$ cat config.mk
export PLATFORM = sky130hd
export DESIGN_NAME = qam_sym_scheduler
export DESIGN_NICKNAME = d
export VERILOG_FILES = /design/src/rtl/qam_pkg.sv /design/src/rtl/qam_sym_timer.sv /design/src/rtl/qam_sym_scheduler.sv
export SDC_FILE = /design/constraint.sdc
export NUM_CORES = 1
export LEC_CHECK = 0
export CAP_MARGIN = 20
export CORE_UTILIZATION = 40
export DETAILED_ROUTE_END_ITERATION = 16
export HOLD_SLACK_MARGIN = 0.1
export PLACE_DENSITY_LB_ADDON = 0.25
export SLEW_MARGIN = 20
export SYNTH_ARGS = -nofsm -noshare
export SYNTH_HDL_FRONTEND = slang
export SYNTH_SLANG_ARGS = --single-unit
$ cat constraint.sdc
create_clock -name axi_clk -period 2.4 [get_ports axi_clk]
set_clock_uncertainty 0.05 [all_clocks]
set_input_delay 0.36 -clock axi_clk [delete_from_list [all_inputs] [get_ports axi_clk]]
set_output_delay 0.36 -clock axi_clk [all_outputs]
set_load 0.005 [all_outputs]
$ cat src/rtl/qam_pkg.sv
// Shared types and constants for the QAM-16 symbol scheduler.
package qam_pkg;

  typedef enum logic [1:0] {IDLE, PREAMBLE, PAYLOAD, GAP} sched_state_t;

  localparam int unsigned QAM_SYM_W = 4;

  localparam logic [QAM_SYM_W-1:0] PRE_SYM_A = 4'hF;
  localparam logic [QAM_SYM_W-1:0] PRE_SYM_B = 4'h0;

endpackage

$ cat src/rtl/qam_sym_timer.sv
// Per-symbol sample counter: flags the last sample of a symbol and registers the
// first-sample strobe for every symbol the scheduler loads.
module qam_sym_timer #(
  parameter int unsigned SPS = 128
) (
  input  logic clk,
  input  logic rst,
  input  logic run,
  input  logic sym_load,
  output logic boundary,
  output logic sym_stb
);

  logic [15:0] samp_cnt;

  assign boundary = run && (samp_cnt == 16'(SPS - 1));

  always_ff @(posedge clk) begin
    if (rst || !run) begin
      samp_cnt <= '0;
    end else if (boundary) begin
      samp_cnt <= '0;
    end else begin
      samp_cnt <= samp_cnt + 16'd1;
    end
  end

  always_ff @(posedge clk) begin
    if (rst) begin
      sym_stb <= 1'b0;
    end else begin
      sym_stb <= sym_load;
    end
  end

endmodule

$ cat src/rtl/qam_sym_scheduler.sv
// Frames a byte stream into held QAM-16 symbols (preamble, payload nibbles, guard gap).
// Define QAM_SCHED_PREAMBLE_EN to emit the alternating preamble before each payload.
module qam_sym_scheduler
  import qam_pkg::*;
#(
  parameter int unsigned SPS          = 128,
  parameter int unsigned PREAMBLE_LEN = 8,
  parameter int unsigned GAP_SYMS     = 4
) (
  input  logic                 axi_clk,
  input  logic                 axi_rst,
  input  logic [7:0]           s_tdata,
  input  logic                 s_tvalid,
  input  logic                 s_tlast,
  output logic                 s_tready,
  input  logic                 mod_ready,
  output logic [QAM_SYM_W-1:0] sym_out,
  output logic                 sym_stb,
  output logic                 sym_en,
  output logic                 busy,
  output logic                 underrun
);

  sched_state_t state, state_d;

  logic [7:0]           byte_q, byte_d;
  logic                 last_q, last_d;
  logic                 byte_vld, byte_vld_d;
  logic                 frame_closed, frame_closed_d;
  logic                 nib_sel, nib_sel_d;
  logic                 last_loaded, last_loaded_d;
  logic [7:0]           sym_cnt, sym_cnt_d;
  logic [QAM_SYM_W-1:0] sym_out_d;
  logic                 sym_en_d;
  logic                 underrun_d;
  logic                 sym_load;
  logic                 pay_load;
  logic                 boundary;
  logic                 accept;

  assign s_tready = !byte_vld && !frame_closed && (state != GAP);
  assign accept   = s_tvalid && s_tready;

  qam_sym_timer #(
    .SPS (SPS)
  ) u_timer (
    .clk      (axi_clk),
    .rst      (axi_rst),
    .run      (state != IDLE),
    .sym_load (sym_load),
    .boundary (boundary),
    .sym_stb  (sym_stb)
  );

  always_comb begin
    state_d        = state;
    byte_d         = byte_q;
    last_d         = last_q;
    byte_vld_d     = byte_vld;
    frame_closed_d = frame_closed;
    nib_sel_d      = nib_sel;
    last_loaded_d  = last_loaded;
    sym_cnt_d      = sym_cnt;
    sym_out_d      = sym_out;
    sym_en_d       = sym_en;
    underrun_d     = 1'b0;
    sym_load       = 1'b0;
    pay_load       = 1'b0;

    if (accept) begin
      byte_d     = s_tdata;
      last_d     = s_tlast;
      byte_vld_d = 1'b1;
      if (s_tlast) begin
        frame_closed_d = 1'b1;
      end
    end

    unique case (state)
      IDLE: begin
        sym_out_d = '0;
        sym_en_d  = 1'b0;
        if (byte_vld && mod_ready) begin
          sym_load = 1'b1;
`ifdef QAM_SCHED_PREAMBLE_EN
          state_d   = PREAMBLE;
          sym_cnt_d = '0;
          sym_out_d = PRE_SYM_A;
          sym_en_d  = 1'b1;
`else
          pay_load  = 1'b1;
`endif
        end
      end
`ifdef QAM_SCHED_PREAMBLE_EN
      PREAMBLE: begin
        if (boundary) begin
          sym_load = 1'b1;
          if (sym_cnt == 8'(PREAMBLE_LEN - 1)) begin
            pay_load = 1'b1;
          end else begin
            sym_cnt_d = sym_cnt + 8'd1;
            sym_out_d = sym_cnt[0] ? PRE_SYM_A : PRE_SYM_B;
          end
        end
      end
`endif
      PAYLOAD: begin
        if (boundary) begin
          sym_load = 1'b1;
          if (last_loaded) begin
            state_d       = GAP;
            sym_cnt_d     = '0;
            sym_out_d     = '0;
            sym_en_d      = 1'b0;
            last_loaded_d = 1'b0;
          end else begin
            pay_load = 1'b1;
          end
        end
      end
      GAP: begin
        if (boundary) begin
          if (sym_cnt == 8'(GAP_SYMS - 1)) begin
            state_d        = IDLE;
            frame_closed_d = 1'b0;
            nib_sel_d      = 1'b0;
            sym_cnt_d      = '0;
          end else begin
            sym_load  = 1'b1;
            sym_cnt_d = sym_cnt + 8'd1;
          end
        end
      end
      default: state_d = IDLE;
    endcase

    // Payload slot: uses the pre-edge buffer, so a byte accepted on this edge is late.
    if (pay_load) begin
      state_d  = PAYLOAD;
      sym_en_d = 1'b1;
      if (byte_vld) begin
        sym_out_d = nib_sel ? byte_q[3:0] : byte_q[7:4];
        nib_sel_d = !nib_sel;
        if (nib_sel) begin
          byte_vld_d    = 1'b0;
          last_loaded_d = last_q;
        end
      end else begin
        sym_out_d  = '0;
        underrun_d = 1'b1;
      end
    end
  end

  always_ff @(posedge axi_clk) begin
    if (axi_rst) begin
      state        <= IDLE;
      byte_q       <= '0;
      last_q       <= 1'b0;
      byte_vld     <= 1'b0;
      frame_closed <= 1'b0;
      nib_sel      <= 1'b0;
      last_loaded  <= 1'b0;
      sym_cnt      <= '0;
      sym_out      <= '0;
      sym_en       <= 1'b0;
      busy         <= 1'b0;
      underrun     <= 1'b0;
    end else begin
      state        <= state_d;
      byte_q       <= byte_d;
      last_q       <= last_d;
      byte_vld     <= byte_vld_d;
      frame_closed <= frame_closed_d;
      nib_sel      <= nib_sel_d;
      last_loaded  <= last_loaded_d;
      sym_cnt      <= sym_cnt_d;
      sym_out      <= sym_out_d;
      sym_en       <= sym_en_d;
      busy         <= (state_d != IDLE);
      underrun     <= underrun_d;
    end
  end

endmodule

==> Implementation_results.wiki, run 1 <==
{| class="wikitable"
! Metric !! Value
|-
| Outcome || finished, final reports clean
|-
| Number of setup violations in the final report || 0
|-
| Number of enable flip-flop cells after synthesis || 0
|-
| Fraction of synthesized cell area taken by the top area cell type || 41.09%
|-
| Core Region || 5507 µm²
|-
| Post-cts repair resize count || 0
|-
| Grt total ovfl || 0
|-
| Net count of the mapped netlist || 269
|-
| FMAX || 474.6 MHz
|-
| Final routed wirelength across all metal layers || 4609 µm
|-
| Gate family responsible for the most delay along the worst path || buffers and inverters
|-
| Pre-Repair DR Iteration Count || 4
|-
| Hold_buf cts || 0
|-
| Max-slew headroom at the worst pin || 45.46%
|-
| Kind of path behind the tightest hold check || flip-flop to flip-flop
|-
| NumNets Final || 288
|-
| RSZ-0062 raised after global routing || false
|-
| Element type at the critical path end || primary output
|-
| Post-synthesis register bit count || 47
|-
| Critical Path Source Type || flip-flop
|-
| Crit path setup slack, layout || 0.2930 ns
|-
| Final core occ || 48.56%
|-
| Largest vdd supply drop || 0.2488 mV
|-
| Cell variety after synth || 50
|-
| Die Area || 6031 µm²
|-
| Cells along the critical path || a211oi_1 -> clkdlybuf4s50_1
|-
| Starting density of the core || 41.58%
|-
| Average cell area after synthesis || 9.015 µm²
|-
| Multiplexer share of the synthesized area || 2.186%
|-
| Number of buffers created by CTS || 5
|-
| I/O pin total || 22
|-
| Final instance area || 2674 µm²
|-
| Initial detailed-routing violation count || 187
|-
| Drt drc || 0
|-
| Vias in the first global route || 1,744
|-
| Top area cells in the synthesized netlist || sky130_fd_sc_hd__dfxtp_1 (41%), sky130_fd_sc_hd__a21oi_1 (6.1%), sky130_fd_sc_hd__nor2_4 (3.9%)
|-
| Cell depth of the worst min-delay path || 2
|-
| Number of vias after detailed routing || 1,848
|-
| Mapped Area || 2290 µm²
|-
| Critical path data required time || 1.99 ns
|-
| DR vias/cell || 5.341
|-
| Slowest cell on crit path || sky130_fd_sc_hd__clkdlybuf4s50_1
|-
| Post-Place Cell Area || 2541 µm²
|-
| Antenna violations before repair || 0
|-
| Syn Inst Count || 254
|-
| Dominant cell type by area after synthesis || sky130_fd_sc_hd__dfxtp_1
|-
| Signal arrival time at the worst endpoint || 1.70 ns
|-
| Global-route usage over all layers || 16.50%
|-
| Ratio of final minimum period to clock period || 87.79%
|-
| Clk root buf || sky130_fd_sc_hd__clkbuf_8
|-
| Number of synthesis warnings || 0
|-
| Reg area || 940.9 µm²
|-
| Async SR Flop Fraction || 0%
|-
| ANT cells || 0
|-
| Buffers & Inverters on Critical Path || 1
|-
| Area used by multi-input combinational logic || 1217 µm²
|-
| Depth of the most critical reg-to-reg path || 5
|-
| H-Tree Depth || 2
|-
| Transition at the pin with the smallest max-transition slack || 0.8181 ns
|-
| Primary flip-flop cell chosen by synthesis mapping || sky130_fd_sc_hd__dfxtp_1
|-
| Routability congestion estimate from global placement || 0.7718
|-
| Setup slack on the worst flop-to-flop path || 0.30 ns
|-
| Area growth from synthesis to layout || 16.78%
|-
| Post-synthesis share of cell area spent on and, or, nand and nor gates || 30.16%
|-
| Clock Path Buffers || 2
|-
| Global-route wire length before repair || 7976 µm
|-
| Fin. max-slew vios || 0
|-
| Port Buffers || 21
|-
| Post-Synth XOR/XNOR Area || 4.208%
|-
| DIE HEIGHT || 77.66 µm
|-
| Max-cap check violation count || 0
|-
| WS Path Type || flip-flop to primary output
|-
| Complex-gate fraction of the synthesized area || 15.52%
|-
| Crit path max fanout || 12
|-
| Worst flop-to-flop path endpoint || sym_cnt[2]
|-
| Area share of fa/ha/maj cells after synthesis || 1.093%
|-
| Time the worst path needs with I/O delays and setup || 2.107 ns
|-
| Maximum number of pins on one net before global-route repair || 22
|-
| Fin Setup TNS || 0 ns
|-
| Longest individual stage delay on the worst path || 0.57 ns
|-
| Detailed Place HPWL || 3255 µm
|-
| PD cells || 619.1 nW/µm²
|-
| Capture endpoint of the worst hold path || byte_q[3]
|-
| Num rows || 27
|-
| Clock Sinks || 47
|-
| Share of final-layout standard cells stronger than drive strength 1 || 13.87%
|-
| Clock slew at reported path FFs || 0.08 ns
|-
| TritonCTS clock tree || yes
|-
| Setup slack at placement || 0.3082 ns
|-
| Crit Reg-Reg Startpoint || u_timer.samp_cnt[0]
|-
| Final-report hold violation count || 0
|-
| Filler cells || 536
|-
| Share of the yosys chip area belonging to registers || 41.09%
|-
| Clock latency on the worst-skew pair || 0.29 ns
|-
| Die extent in x || 77.66 µm
|-
| Remaining antenna violation count after routing || 0
|-
| Average wire per cell in the routed design || 13.32 µm
|-
| Dominant combinational cell family by area after synthesis || simple AND/OR/NAND/NOR gates
|-
| Worst hold start || byte_q[3]
|-
| Leakage power total || 0.7926 nW
|-
| Buffers inserted by post-CTS timing repair || 0
|}
-- kinds of logic (layout without fill, tap and decap cells) --
family,count (synthesis),after routing
AOI/OAI and AO/OA,56,56
xor gates and xnor gates,11,11
adders and majority gates,2,2
buffers and inverters,25,45
DFF,47,47
muxes,5,5
and+or+nand+nor,108,108
-- worst register-to-register path, cell delays in order, from the launching register on --
cell and delay [ns]:
sky130_fd_sc_hd__dfxtp_1 0.39, sky130_fd_sc_hd__ha_1 0.24, sky130_fd_sc_hd__and4_1 0.40, sky130_fd_sc_hd__and4_1 0.48, sky130_fd_sc_hd__nand2_2 0.14, sky130_fd_sc_hd__o32ai_1 0.31
-- through the flow --
step / hold slack, ns / total power [W] / instances
6_report: 0.4057 / 0.001655 / 346
3_3_place_gp: 0.3928 / 0.001001 / 338
3_5_place_dp: 0.3980 / 0.001002 / 338
5_1_grt: 0.4338 / 0.001725 / 346
2_1_floorplan: 0.3854 / 0.0009422 / 254
4_1_cts: 0.4099 / 0.001671 / 346
-- synth_stat cells (2+ instances only) --
library cell and instances:
sky130_fd_sc_hd__nor2_2 2, sky130_fd_sc_hd__nand2_1 20, sky130_fd_sc_hd__o31ai_1 2, sky130_fd_sc_hd__or2_2 5
sky130_fd_sc_hd__o32ai_1 8, sky130_fd_sc_hd__nor2b_1 3, sky130_fd_sc_hd__nor2_4 8, sky130_fd_sc_hd__clkbuf_1 8
sky130_fd_sc_hd__nand3_1 15, sky130_fd_sc_hd__buf_6 2, sky130_fd_sc_hd__a21oi_1 28, sky130_fd_sc_hd__dfxtp_1 47
sky130_fd_sc_hd__xnor2_1 7, sky130_fd_sc_hd__nand4b_1 2, sky130_fd_sc_hd__nor3_1 7, sky130_fd_sc_hd__and4_1 2
sky130_fd_sc_hd__nor2_1 8, sky130_fd_sc_hd__xor2_1 4, sky130_fd_sc_hd__or3_1 5, sky130_fd_sc_hd__o21ai_0 8
sky130_fd_sc_hd__mux2i_1 5, sky130_fd_sc_hd__nor4_1 6, sky130_fd_sc_hd__ha_1 2, sky130_fd_sc_hd__buf_2 2
sky130_fd_sc_hd__a31oi_1 2, sky130_fd_sc_hd__nand3_2 2, sky130_fd_sc_hd__nand2b_1 5, sky130_fd_sc_hd__nand4_1 8
sky130_fd_sc_hd__inv_1 10
-- layout make-up --
| type | count | area share [%] |
|---|---|---|
| clock buffer | 6 | 2.714 |
| clock inverter | 2 | 2.246 |
| inverter | 10 | 1.404 |
| multi-input combinational | 182 | 45.53 |
| sequential | 47 | 35.19 |
| tap | 72 | 3.369 |
| timing repair buffer | 27 | 9.546 |
-- sequential cells by signal, summed over array words and instances, names as in the netlist --
signal,cells
last_loaded,1
byte_vld,1
frame_closed,1
u_timer.sym_stb,1
sym_en,1
state,2
nib_sel,1
underrun,1
byte_q,8
last_q,1
u_timer.samp_cnt,16
sym_cnt,8
busy,1
sym_out,4
-- where the power goes --
part           total [W]  switching [W]  internal (W)
logic           0.000151      0.0000756     0.0000758
clock network   0.000672       0.000256      0.000416
registers       0.000832      0.0000252      0.000806
total            0.00166       0.000357       0.00130
-- routing by layer --
metal	GRT usage (%)	share of wire (%)
met5	0	0
met4	6.981	1.2
met3	3.765	1.8
met2	24.34	45
met1	22.91	52
-- worst max path at each step --
stage / cells after the start / end / from / slack (ns)
after global routing: 5 / sym_out[3] / u_timer.samp_cnt[0] / 0.11
after floorplan: 8 / u_timer.samp_cnt[11] / u_timer.samp_cnt[0] / 0.52
final: 2 / s_tready / state[0] / 0.29
after detailed placement: 5 / sym_out[3] / u_timer.samp_cnt[0] / 0.31
after CTS: 2 / s_tready / state[0] / 0.27
after global placement: 5 / sym_out[2] / u_timer.samp_cnt[0] / 0.36
-- placed cells by master, fill, tap and decap left out, drive strengths merged, types with 3 or more instances in the layout --
master	n
dfxtp	47
a21oi	28
clkdlybuf4s50	21
nand2	21
nor2	18
nand3	17
inv	10
nand4	8
o32ai	8
o21ai	8
nor3	7
xnor2	7
nor4	7
buf	6
or3	6
clkbuf	6
or2	5
nand2b	5
mux2i	5
xor2	4
nor2b	3
and4	3
a31oi	3
Power figures use the tool's default switching activity.
==> run 2: changes to the inputs <==
GPL_TIMING_DRIVEN = 0   (was not set)
TNS_END_PERCENT = 30   (was not set)
==> run 2 against run 1 <==
Against the previous run: first-iteration DRC count fell by 43%; clock power fell by 32%; design area rose by 0.23%; via count rose by 0.49%; sequential power fell by 0.6%; global-route usage rose by 0.94 points; cell count rose by 2.6%; register-to-register slack improved by 0.08 ns.
==> Implementation_results.wiki, run 2 (synthesis gave the netlist of run 1 again) <==
{| class="wikitable"
! Metric !! Value
|-
| Final-report hold violation count || 0
|-
| Port Buffers || 21
|-
| Max-cap check violation count || 0
|-
| Number of vias after detailed routing || 1,857
|-
| Global-route wire length before repair || 8404 µm
|-
| Initial detailed-routing violation count || 107
|-
| Die extent in x || 77.66 µm
|-
| Buffers & Inverters on Critical Path || 3
|-
| Clock Path Buffers || 2
|-
| Commonest cells after routing, fill and taps aside || sky130_fd_sc_hd__dfxtp_1 (47), sky130_fd_sc_hd__a21oi_1 (28), sky130_fd_sc_hd__clkdlybuf4s50_1 (21)
|-
| Remaining antenna violation count after routing || 0
|-
| Final routed wirelength across all metal layers || 4707 µm
|-
| Largest vdd supply drop || 0.3384 mV
|-
| Number of setup violations in the final report || 0
|-
| Area used by multi-input combinational logic || 1222 µm²
|-
| Signal arrival time at the worst endpoint || 1.83 ns
|-
| Maximum number of pins on one net before global-route repair || 14
|-
| Kind of path behind the tightest hold check || flip-flop to flip-flop
|-
| H-Tree Depth || 2
|-
| Pre-Repair DR Iteration Count || 4
|-
| Final core occ || 48.67%
|-
| I/O pin total || 22
|-
| Drt drc || 0
|-
| Clock latency on the worst-skew pair || 0.29 ns
|-
| TritonCTS clock tree || yes
|-
| Crit path max fanout || 10
|-
| Leakage power total || 0.7957 nW
|-
| Antenna violations before repair || 0
|-
| Vias in the first global route || 1,819
|-
| Die Area || 6031 µm²
|-
| Grt total ovfl || 0
|-
| Max FFs per register || 16
|-
| DR vias/cell || 5.231
|-
| Outcome || finished, final reports clean
|-
| WS Path Type || flip-flop to primary output
|-
| Most frequent standard cell in the layout excluding fill and tap cells || sky130_fd_sc_hd__dfxtp_1
|-
| Longest individual stage delay on the worst path || 0.51 ns
|-
| Element type at the critical path end || primary output
|-
| Largest registers || u_timer.samp_cnt x16, byte_q x8, sym_cnt x8
|-
| Area growth from synthesis to layout || 17.05%
|-
| Critical Path Source Type || flip-flop
|-
| FMAX || 447.1 MHz
|-
| Fin Setup TNS || 0 ns
|-
| Global-route usage over all layers || 17.43%
|-
| Max-slew headroom at the worst pin || 46.60%
|-
| Setup slack on the worst flop-to-flop path || 0.38 ns
|-
| PD cells || 540.9 nW/µm²
|-
| Number of buffers created by CTS || 5
|-
| NumNets Final || 297
|-
| Fin. max-slew vios || 0
|-
| Clock slew at reported path FFs || 0.08 ns
|-
| Routability congestion estimate from global placement || 0.7932
|-
| Cells along the critical path || buf_2 -> a211oi_2 -> buf_4 -> clkdlybuf4s50_1
|-
| Filler cells || 557
|-
| Buffers inserted by post-CTS timing repair || 0
|-
| Hold_buf cts || 0
|-
| Transition at the pin with the smallest max-transition slack || 0.8010 ns
|-
| Final instance area || 2680 µm²
|-
| Core Region || 5507 µm²
|-
| Post-Place Cell Area || 2590 µm²
|-
| Slowest cell on crit path || sky130_fd_sc_hd__clkdlybuf4s50_1
|-
| RSZ-0062 raised after global routing || false
|-
| Num rows || 27
|-
| ANT cells || 0
|-
| Clock Sinks || 47
|-
| Time the worst path needs with I/O delays and setup || 2.237 ns
|-
| Reg area || 940.9 µm²
|-
| Largest register by flop count || u_timer.samp_cnt
|-
| Average wire per cell in the routed design || 13.26 µm
|-
| Clk root buf || sky130_fd_sc_hd__clkbuf_8
|-
| Ratio of final minimum period to clock period || 93.19%
|-
| DIE HEIGHT || 77.66 µm
|-
| Gate family responsible for the most delay along the worst path || buffers and inverters
|-
| Critical path data required time || 1.99 ns
|-
| Detailed Place HPWL || 3368 µm
|-
| Share of final-layout standard cells stronger than drive strength 1 || 13.78%
|-
| Starting density of the core || 41.58%
|}
run 2: cell count changes in the layout (fill, tap and decap cells not counted), moves of 2 or more:
cell,delta
sky130_fd_sc_hd__buf_2,+2
sky130_fd_sc_hd__buf_4,-4
sky130_fd_sc_hd__buf_6,+2
sky130_fd_sc_hd__clkbuf_1,+8
sky130_fd_sc_hd__bufinv_16,-2
run 2: final timing paths:
| path | start | to | depth (start not counted) |
|---|---|---|---|
| worst max register to register | u_timer.samp_cnt[0] | u_timer.samp_cnt[10] | 8 |
| worst max-delay path | state[0] | s_tready | 4 |
| worst min register to register | byte_q[4] | byte_q[4] | 2 |
| worst min-delay path | byte_q[4] | byte_q[4] | 2 |
run 2: where the power goes:
| group | internal [W] | switching (W) | total [W] | leakage (nW) |
|---|---|---|---|---|
| Sequential | 0.000806 | 0.0000208 | 0.000827 | 0.381 |
| Clock | 0.000205 | 0.000252 | 0.000457 | 0.0422 |
| Combinational | 0.0000810 | 0.0000841 | 0.000165 | 0.372 |
| Total | 0.00109 | 0.000357 | 0.00145 | 0.796 |
run 2: tightest hold or removal path, delay by kind of cell, from the launching register on:
kind            cells  cell delay [ns]
flops               1             0.32
simple gates        1             0.05
compound gates      1             0.05
run 2: metal layers:
metal	GRT usage [%]	vias up	wire [µm]
met5	0	-	0
met4	5.094	0	38
met3	3.529	4	109
met2	28.05	19	2152
met1	23.47	861	2406
li1	-	973	-
run 2: repair_timing:
item                       4_1_cts  5_1_grt
setup endpoints to repair        1        1
gates cloned                     0        0
gates resized for setup          2        2
hold endpoints to repair         0        0
run 2: cell type report:
type                            count  share of cell area, %
Timing Repair Buffer               21                  7.843
Sequential cell                    47                  35.11
Inverter                           10                  1.401
Clock inverter                      1                 0.1867
Tap cell                           72                  3.361
Buffer                             15                  3.641
Multi-Input combinational cell    182                  45.61
Clock buffer                        7                  2.848
run 2: through the flow:
step | setup WS, ns | hold slack (ns) | std cells | power, W
floorplan | 0.5187 | 0.3854 | 254 | 0.0009422
global placement | -0.02959 | 0.3928 | 347 | 0.001005
detailed placement | -0.005758 | 0.3992 | 347 | 0.001006
CTS | 0.01800 | 0.4108 | 355 | 0.001465
global route | 0.05708 | 0.4324 | 355 | 0.001522
finish | 0.1633 | 0.4099 | 355 | 0.001450
==> run 3: changes to the inputs <==
REMOVE_ABC_BUFFERS = 1   (was not set)
==> run 3 against run 2 <==
Against the previous run: die area unchanged; clock power up 11%; register-to-register slack worse by 0.21 ns; largest cell class unchanged; critical endpoint is now u_timer.samp_cnt[13]; first-iteration DRC count down 37%; largest power group unchanged; non-clock buffer count down 12; fmax up 0.51%; count of clock-buffer cells in the layout down 2; hold slack better by 0.00067 ns.
==> Implementation_results.wiki, run 3 (synthesis gave the netlist of run 1 again) <==
{| class="wikitable"
! Metric !! Value
|-
| Initial detailed-routing violation count || 67
|-
| Die Area || 6031 µm²
|-
| Worst flop-to-flop path endpoint || u_timer.samp_cnt[13]
|-
| Most frequent standard cell in the layout excluding fill and tap cells || sky130_fd_sc_hd__dfxtp_1
|-
| Depth of the most critical reg-to-reg path || 5
|-
| Max FFs per register || 16
|-
| Time the worst path needs with I/O delays and setup || 2.225 ns
|-
| Antenna violations before repair || 0
|-
| Crit path max fanout || 16
|-
| Clock Path Buffers || 2
|-
| Max-slew headroom at the worst pin || 44.41%
|-
| Area growth from synthesis to layout || 14.59%
|-
| Outcome || finished, final reports clean
|-
| Die extent in x || 77.66 µm
|-
| Detailed Place HPWL || 3141 µm
|-
| Cell total after placement || 332
|-
| H-Tree Depth || 2
|-
| Crit path setup slack, layout || 0.1747 ns
|-
| Filler cells || 538
|-
| Routability congestion estimate from global placement || 0.7850
|-
| I/O pin total || 22
|-
| Critical Path Source Type || flip-flop
|-
| Max-cap check violation count || 0
|-
| Ratio of final minimum period to clock period || 92.72%
|-
| Reg area || 940.9 µm²
|-
| Share of final-layout standard cells stronger than drive strength 1 || 14.39%
|-
| Area used by multi-input combinational logic || 1231 µm²
|-
| Element type at the critical path end || flip-flop
|-
| TritonCTS clock tree || yes
|-
| Clock Sinks || 47
|-
| Average wire per cell in the routed design || 13.77 µm
|-
| Num rows || 27
|-
| Commonest cells after routing, fill and taps aside || sky130_fd_sc_hd__dfxtp_1 (47), sky130_fd_sc_hd__a21oi_1 (28), sky130_fd_sc_hd__nand2_1 (20), sky130_fd_sc_hd__clkdlybuf4s50_1 (20), sky130_fd_sc_hd__nand3_1 (15)
|-
| NumNets Final || 285
|-
| Vias in the first global route || 1,800
|-
| Clock latency on the worst-skew pair || 0.30 ns
|-
| Largest vdd supply drop || 0.2645 mV
|-
| Leakage power total || 0.7630 nW
|-
| Largest register by flop count || u_timer.samp_cnt
|-
| Crit Reg-Reg Startpoint || u_timer.samp_cnt[0]
|-
| PD cells || 571.3 nW/µm²
|-
| Non-filler instance count after layout || 343
|-
| Clk root buf || sky130_fd_sc_hd__clkbuf_8
|-
| Global-route wire length before repair || 8231 µm
|-
| Signal arrival time at the worst endpoint || 2.41 ns
|-
| DIE HEIGHT || 77.66 µm
|-
| Port Buffers || 21
|-
| Cell depth of the worst min-delay path || 2
|-
| Number of buffers created by CTS || 5
|-
| Number of vias after detailed routing || 1,861
|-
| Global-route usage over all layers || 16.90%
|-
| Clock slew at reported path FFs || 0.10 ns
|-
| Worst setup path startpoint || u_timer.samp_cnt[0]
|-
| Number of setup violations in the final report || 0
|-
| Grt total ovfl || 0
|-
| Maximum number of pins on one net before global-route repair || 40
|-
| WHS || 0.4106 ns
|-
| ANT cells || 0
|-
| Kind of path behind the tightest hold check || flip-flop to flip-flop
|-
| Starting density of the core || 41.58%
|-
| Total power || 0.001499 W
|-
| RSZ-0062 raised after global routing || false
|-
| Setup slack at placement || -0.04240 ns
|-
| Remaining antenna violation count after routing || 0
|-
| Fin. max-slew vios || 0
|-
| DR vias/cell || 5.426
|-
| Final-report hold violation count || 0
|-
| Critical path data required time || 2.59 ns
|-
| Pre-Repair DR Iteration Count || 4
|-
| Core Region || 5507 µm²
|-
| Setup slack on the worst flop-to-flop path || 0.17 ns
|-
| WS Path Type || flip-flop to flip-flop
|-
| Transition at the pin with the smallest max-transition slack || 0.8339 ns
|-
| Drt drc || 0
|-
| Destination of the critical timing path || u_timer.samp_cnt[13]
|-
| Final routed wirelength across all metal layers || 4724 µm
|-
| Largest registers || u_timer.samp_cnt x16, byte_q x8, sym_cnt x8
|-
| Hold_buf cts || 0
|-
| FMAX || 449.4 MHz
|}
run 3: cell type report:
| cell class | instances | share of cell area, % |
|---|---|---|
| well taps | 72 | 3.433 |
| inverters | 10 | 1.431 |
| multi-input cells | 182 | 46.92 |
| repair buffers | 24 | 8.679 |
| clock inverters | 3 | 1.049 |
| clock buffers | 5 | 2.623 |
| flip-flops and latches | 47 | 35.86 |
run 3: worst min-delay path by stage:
stage	startpoint	end	slack, ns
after CTS	byte_q[3]	byte_q[3]	0.41
after floorplan	axi_rst	busy	0.38
final	byte_q[3]	byte_q[3]	0.41
after global routing	last_q	last_q	0.43
after detailed placement	byte_q[3]	byte_q[3]	0.40
after global placement	byte_q[3]	byte_q[3]	0.39
run 3: report_power, final:
part           switching [W]  internal (W)
logic              0.0000776     0.0000814
clock network       0.000290      0.000216
registers          0.0000278      0.000807
total               0.000395       0.00110
run 3: timing repair:
action | 4_1_cts | 5_1_grt
pin swaps | 0 | 1
endpoints found under the setup margin | 11 | 1
setup buffers | 0 | 3
resized for setup | 2 | 0
run 3: stage by stage:
step	cell area [µm²]	TNS, ns	util (%)
after global placement	2496	-10.84	45.33
after floorplan	2196	0	-
after global routing	2624	0	47.65
after detailed placement	2496	-0.1667	45.33
final	2624	0	47.65
after CTS	2601	0	47.24
run 3: worst max-delay path, cell delays in order, from the launching register on:
cell and delay (ns):
sky130_fd_sc_hd__dfxtp_1 0.35, sky130_fd_sc_hd__ha_1 0.26, sky130_fd_sc_hd__and4_1 0.32, sky130_fd_sc_hd__and4_4 0.21
sky130_fd_sc_hd__or3_2 0.74, sky130_fd_sc_hd__a21oi_1 0.21
run 3: metal layers:
layer | vias up | track usage [%] | part of all wire (%)
met2 | 37 | 28.50 | 47
met3 | 5 | 3.529 | 4.2
met5 | - | 0 | 0
met4 | 0 | 3.962 | 1.1
li1 | 948 | - | -
met1 | 871 | 21.97 | 48
